### config.mk
export PLATFORM = sky130hd
export DESIGN_NAME = dmem_sized
export DESIGN_NICKNAME = d
export VERILOG_FILES = /design/src/rtl/dmem_sized.sv
export SDC_FILE = /design/constraint.sdc
export NUM_CORES = 2
export LEC_CHECK = 0
export BUFFER_PORTS_ARGS = -buffer_cell sky130_fd_sc_hd__buf_2
export CORE_MARGIN = 2
export CORE_UTILIZATION = 35
export CTS_BUF_LIST = sky130_fd_sc_hd__clkbuf_16
export CTS_CLUSTER_SIZE = 14
export DETAILED_ROUTE_END_ITERATION = 7
export SLEW_MARGIN = 30
export SYNTH_ARGS = -nofsm -noshare
export SYNTH_HDL_FRONTEND = slang
export SYNTH_SLANG_ARGS = --single-unit
### constraint.sdc
create_clock -name clk -period 5.5 [get_ports clk]
set_input_delay 0.55 -clock clk [delete_from_list [all_inputs] [get_ports clk]]
set_output_delay 0.55 -clock clk [all_outputs]
set_load 0.005 [all_outputs]
### src/rtl/dmem_sized.sv
// Byte-addressable data memory with byte/half/word loads and stores, a fixed
// number of wait states per access, and error flagging for bad requests.
module dmem_sized #(
  parameter int DEPTH = 64,
  parameter int WAIT  = 1
) (
  input  logic        clk,
  input  logic        rst_n,
  input  logic        req,
  input  logic        we,
  input  logic [1:0]  size,
  input  logic        uns,
  input  logic [31:0] a,
  input  logic [31:0] wd,
  output logic [31:0] rd,
  output logic        ready,
  output logic        err
);

  localparam int AW      = $clog2(DEPTH);
  localparam bit NO_WAIT = (WAIT == 0);

  typedef enum logic [1:0] {IDLE, BUSY, DONE} state_t;

  state_t      state_q;
  logic [2:0]  cnt_q;
  logic        we_q, uns_q;
  logic [1:0]  size_q;
  logic [31:0] a_q, wd_q;
  logic [31:0] rd_q;
  logic        ready_q, err_q;

  logic        cur_we, cur_uns;
  logic [1:0]  cur_size;
  logic [31:0] cur_a, cur_wd;
  logic        go_done, bad, wr_en;
  logic [AW-1:0] idx;
  logic [3:0]  be;
  logic [31:0] wdata, rword;
  logic [31:0] rd_d;
  logic        err_d;
  logic [7:0]  rbyte;
  logic [15:0] rhalf;

  // With no wait states the access edge is the accept edge, so the live
  // inputs are used; otherwise the request latched at accept is used.
  always_comb begin
    cur_we   = (state_q == IDLE) ? we   : we_q;
    cur_uns  = (state_q == IDLE) ? uns  : uns_q;
    cur_size = (state_q == IDLE) ? size : size_q;
    cur_a    = (state_q == IDLE) ? a    : a_q;
    cur_wd   = (state_q == IDLE) ? wd   : wd_q;
  end

  always_comb begin
    go_done = ((state_q == IDLE) && req && NO_WAIT) ||
              ((state_q == BUSY) && (cnt_q == 3'd0));
    bad = (cur_size == 2'b11) ||
          ((cur_size == 2'b01) && cur_a[0]) ||
          ((cur_size == 2'b10) && (cur_a[1:0] != 2'b00)) ||
          ((cur_a[31:2] >> AW) != 30'd0);
    idx   = cur_a[AW+1:2];
    // rst_n gating stops a zero-wait access from writing while held in reset
    wr_en = go_done && cur_we && !bad && rst_n;
  end

  always_comb begin
    be    = 4'b0000;
    wdata = cur_wd;
    case (cur_size)
      2'b00: begin
        be    = 4'b0001 << cur_a[1:0];
        wdata = {4{cur_wd[7:0]}};
      end
      2'b01: begin
        be    = cur_a[1] ? 4'b1100 : 4'b0011;
        wdata = {2{cur_wd[15:0]}};
      end
      2'b10:   be = 4'b1111;
      default: be = 4'b0000;
    endcase
  end

  for (genvar gi = 0; gi < 4; gi++) begin : g_lane
    logic [7:0] mem [DEPTH];

    always_ff @(posedge clk) begin
      if (wr_en && be[gi]) begin
        mem[idx] <= wdata[gi*8 +: 8];
      end
    end

    assign rword[gi*8 +: 8] = mem[idx];
  end

  always_comb begin
    case (cur_a[1:0])
      2'b00:   rbyte = rword[7:0];
      2'b01:   rbyte = rword[15:8];
      2'b10:   rbyte = rword[23:16];
      default: rbyte = rword[31:24];
    endcase
    rhalf = cur_a[1] ? rword[31:16] : rword[15:0];
    err_d = bad;
    if (bad || cur_we) begin
      rd_d = 32'd0;
    end else begin
      case (cur_size)
        2'b00:   rd_d = {{24{rbyte[7] & ~cur_uns}}, rbyte};
        2'b01:   rd_d = {{16{rhalf[15] & ~cur_uns}}, rhalf};
        default: rd_d = rword;
      endcase
    end
  end

  always_ff @(posedge clk or negedge rst_n) begin
    if (!rst_n) begin
      state_q <= IDLE;
      cnt_q   <= 3'd0;
      we_q    <= 1'b0;
      uns_q   <= 1'b0;
      size_q  <= 2'b00;
      a_q     <= 32'd0;
      wd_q    <= 32'd0;
      rd_q    <= 32'd0;
      ready_q <= 1'b0;
      err_q   <= 1'b0;
    end else begin
      case (state_q)
        IDLE: begin
          ready_q <= 1'b0;
          if (req) begin
            we_q   <= we;
            uns_q  <= uns;
            size_q <= size;
            a_q    <= a;
            wd_q   <= wd;
            if (NO_WAIT) begin
              state_q <= DONE;
              ready_q <= 1'b1;
              rd_q    <= rd_d;
              err_q   <= err_d;
            end else begin
              state_q <= BUSY;
              cnt_q   <= 3'(WAIT - 1);
            end
          end
        end
        BUSY: begin
          if (go_done) begin
            state_q <= DONE;
            ready_q <= 1'b1;
            rd_q    <= rd_d;
            err_q   <= err_d;
          end else begin
            cnt_q <= cnt_q - 3'd1;
          end
        end
        DONE: begin
          state_q <= IDLE;
          ready_q <= 1'b0;
        end
        default: begin
          state_q <= IDLE;
          ready_q <= 1'b0;
        end
      endcase
    end
  end

  assign rd    = rd_q;
  assign ready = ready_q;
  assign err   = err_q;

endmodule

==> results.py <==
metrics = {
    "worst_setup_path": {
        "crit_fanout": 47,
        "slowest_stage": "a222oi_1",
        "path_cells": "buf_4 -> or3b_2 -> nand2_8 -> buf_12 -> mux2i_1 -> a222oi_1 -> o221ai_1 -> a222oi_1 -> and3_1 -> nand2b_1 -> nand2_1 -> o31ai_1",
        "crit_path_start": "state_q[1]",
        "critPathMostFrequentCell": "a222oi_1",
        "crit_path_end_kind": "flip-flop",
        "crit_buf_inv": 2,
        "start_kind": "flip-flop",
        "criticalPathCategory": "reg2reg",
        "critPathMaxStageDelay_ps": 600,
        "reg2reg_slack_ps": 610,
        "r2r_cells": 12,
        "cp_num_cells": 12,
        "r2r_start": "state_q[1]",
        "rr_endpoint": "rd[1]",
        "arrival_ps": 5660,
        "worstPathRequired_ps": 6270,
        "critical_path.top_delay_family": "compound AO/OA/AOI/OAI gates",
    },
    "detailed_routing": {
        "firstDrtPassIters": 6,
        "drtAntennaViolNets": 0,
        "num_vias": 54800,
        "wire_per_inst_microns": 29.6,
        "drt-total-wl_mm": 275,
        "drcViolationCount": 0,
        "drt-initial-drc-count": 7362,
        "routed_via_density": 5.90,
    },
    "floorplanning": {
        "start_util_pct": 35.1,
        "io-pin-count": 105,
        "rows": 179,
        "die_y_microns": 492,
        "die_w_microns": 492,
        "die_area_sq_um": 242000,
        "design.core.area_sq_um": 237000,
    },
    "cts": {
        "cts_setup_buffers": 0,
        "clk_latency_ps": 870,
        "path_clk_slew_ps": 60,
        "cts_tree": "yes",
        "clockBufferDepth": 3,
        "numCtsBuffers": 209,
        "root_buffer": "clkbuf_16",
        "htree_levels": 4,
        "cts_sinks": 2155,
    },
    "timing": {
        "clock_skew_ps": 32.0,
        "slew_headroom_pct": 24.7,
        "period_minus_slack_ps": 4890,
        "setup_viol": 0,
        "final_hold_viol_count": 0,
        "final.setup.tns_ps": 0,
        "setup_slack_ps": 606,
        "worst_pin_slew_ps": 1120,
        "fmax_mhz": 204,
        "fin_crit_sh_pct": 89.0,
        "slew_violations": 0,
        "rsz0062_at_grt": "false",
    },
    "layout": {
        "seqCellArea_sq_um": 64200,
        "multiInputGateArea_sq_um": 17700,
        "drive_gt1_share_pct": 16.4,
        "mostFrequentLayoutCells": "2,048 x edfxtp_1, 555 x o22ai_1, 509 x nand2_1",
        "final_cells": 9292,
        "fillers": 21500,
        "layout_commonest_cell": "edfxtp_1",
        "syn_to_final_growth_pct": 17.0,
        "final_net_count": 6021,
    },
    "yosys": {
        "synth_cells": 5502,
        "ys_seq_elements": 2155,
        "syn_nets": 5575,
        "synth-async-reset-ratio_pct": 4.97,
        "yosys_warnings": 0,
        "synth_edf_count": 2048,
        "synth_cell_type_count": 82,
        "avgSynthCellArea_sq_um": 15.2,
        "syn_area_sq_um": 83400,
        "synth-seq-area-share_pct": 77.0,
        "synthFlopType": "edfxtp_1",
    },
    "power_and_ir_drop": {
        "seqPwrFrac_pct": 46.7,
        "p_int_uw": 29300,
        "powerDensity_nw_per_um2": 431,
        "peakVddDrop_mv": 0.414,
        "p_leak_uw": 0.0319,
        "p_sw_share_pct": 30.3,
        "power.share.combinational_pct": 20.3,
        "power.switching_uw": 12700,
        "p_clk_share_pct": 33.0,
    },
    "status": {
        "status": "finished, final reports clean",
    },
    "hold_path": {
        "hold_class": "in2reg",
        "min_to": "wd_q[22]",
        "hold_depth": 2,
        "min_from": "wd[22]",
    },
    "global_route": {
        "grt_start_max_net_pins": 76,
        "grt_usage_pct": 22.0,
        "first_global_vias": 52600,
        "grt_antenna_before_repair": 10,
        "grt_pass1_wl_mm": 390,
        "overflow": 0,
    },
    "placed_design": {
        "dpl.hpwl_mm": 170,
        "post-place-ws_ps": 823,
        "port-buffer-count": 104,
        "post-place-cells": 8838,
        "gp_congestion": 0.941,
    },
    "flow_run": {
        "maxCapViolCount": 0,
    },
}
-- how the worst max path moves through the flow --
stage	end	slack, ps
2_1_floorplan	g_lane[2].mem[0][5]	140
3_3_place_gp	rd[18]	660
3_5_place_dp	rd[1]	820
4_1_cts	rd[1]	800
5_1_grt	rd[1]	490
6_report	rd[1]	610
-- through the flow --
stage                     area, sq um  power (uW)  util (%)  hold slack [ps]
after global routing            97500       43000      41.1             59.3
after floorplan                 83400       24200         -              254
after detailed placement        90300       28200      38.1              471
after global placement          90300       28100      38.0              459
after CTS                       97500       41900      41.1             29.6
final                           97500       42000      41.1             66.1
-- registers in the layout, summed over array words and instances, names as in the netlist --
name / count
state_q: 2
wd_q: 32
size_q: 2
uns_q: 1
g_lane.mem: 2048
err: 1
we_q: 1
rd: 32
a_q: 32
ready: 1
cnt_q: 3
-- cells by family (layout without fill, tap and decap cells) --
| family | count (synthesis) | after routing | synth area share [%] |
|---|---|---|---|
| buffers and inverters | 411 | 1029 | 2.44 |
| and+or+nand+nor | 1426 | 1426 | 7.66 |
| other | 0 | 5 | 0 |
| AOI/OAI and AO/OA | 1316 | 1316 | 10.5 |
| adders and majority gates | 2 | 2 | 0.0300 |
| DFF | 2155 | 2155 | 77.0 |
| muxes | 192 | 192 | 2.44 |
-- synthesized netlist by cell type (35+ instances only) --
cell type	instances	share of area, %
o22ai_1	556	4.2
dfrtp_1	107	3.2
a21oi_1	172	1.0
nor3_1	268	1.6
and3_1	35	0.26
o21ai_0	109	0.65
nand3_1	140	0.84
o221ai_1	68	0.71
o22a_1	47	0.49
mux2i_1	116	1.4
a31oi_1	87	0.65
mux2_2	74	1.0
a32oi_1	39	0.41
nor2_1	324	1.5
clkbuf_1	121	0.54
nand2_1	515	2.3
nor4_1	46	0.35
buf_2	188	1.1
edfxtp_1	2048	74
buf_1	39	0.18
a211oi_1	42	0.38
-- routing by layer --
metal	share of wire, %	track usage, %	vias to the layer above
met5	0.0047	0	-
met4	4.4	8.85	2
met2	46	34.1	3498
li1	-	-	22800
met1	39	30.0	28000
met3	11	4.98	552
-- power by group through the flow --
| stage | Clock, uW | Sequential (uW) | Combinational, uW |
|---|---|---|---|
| after global routing | 14600 | 19600 | 8800 |
| final | 13800 | 19600 | 8530 |
| after CTS | 13900 | 19600 | 8320 |
| after global placement | 0 | 20000 | 8110 |
| after floorplan | 0 | 20100 | 4170 |
| after detailed placement | 0 | 20000 | 8260 |
-- timing repair --
item,4_1_cts,5_1_grt
hold endpoints to repair,109,0
hold buffers,65,0
resized for setup,0,0
-- final cells by class --
type                       instances  share of cell area [%]
clock inverter                   169                    1.18
antenna                            5                  0.0128
tap                             3167                    4.06
clock buffer                     214                    5.49
inverter                          14                  0.0628
multi-input combinational       2936                    18.1
timing repair buffer             632                    5.29
sequential                      2155                    65.8
Power figures use the tool's default switching activity.
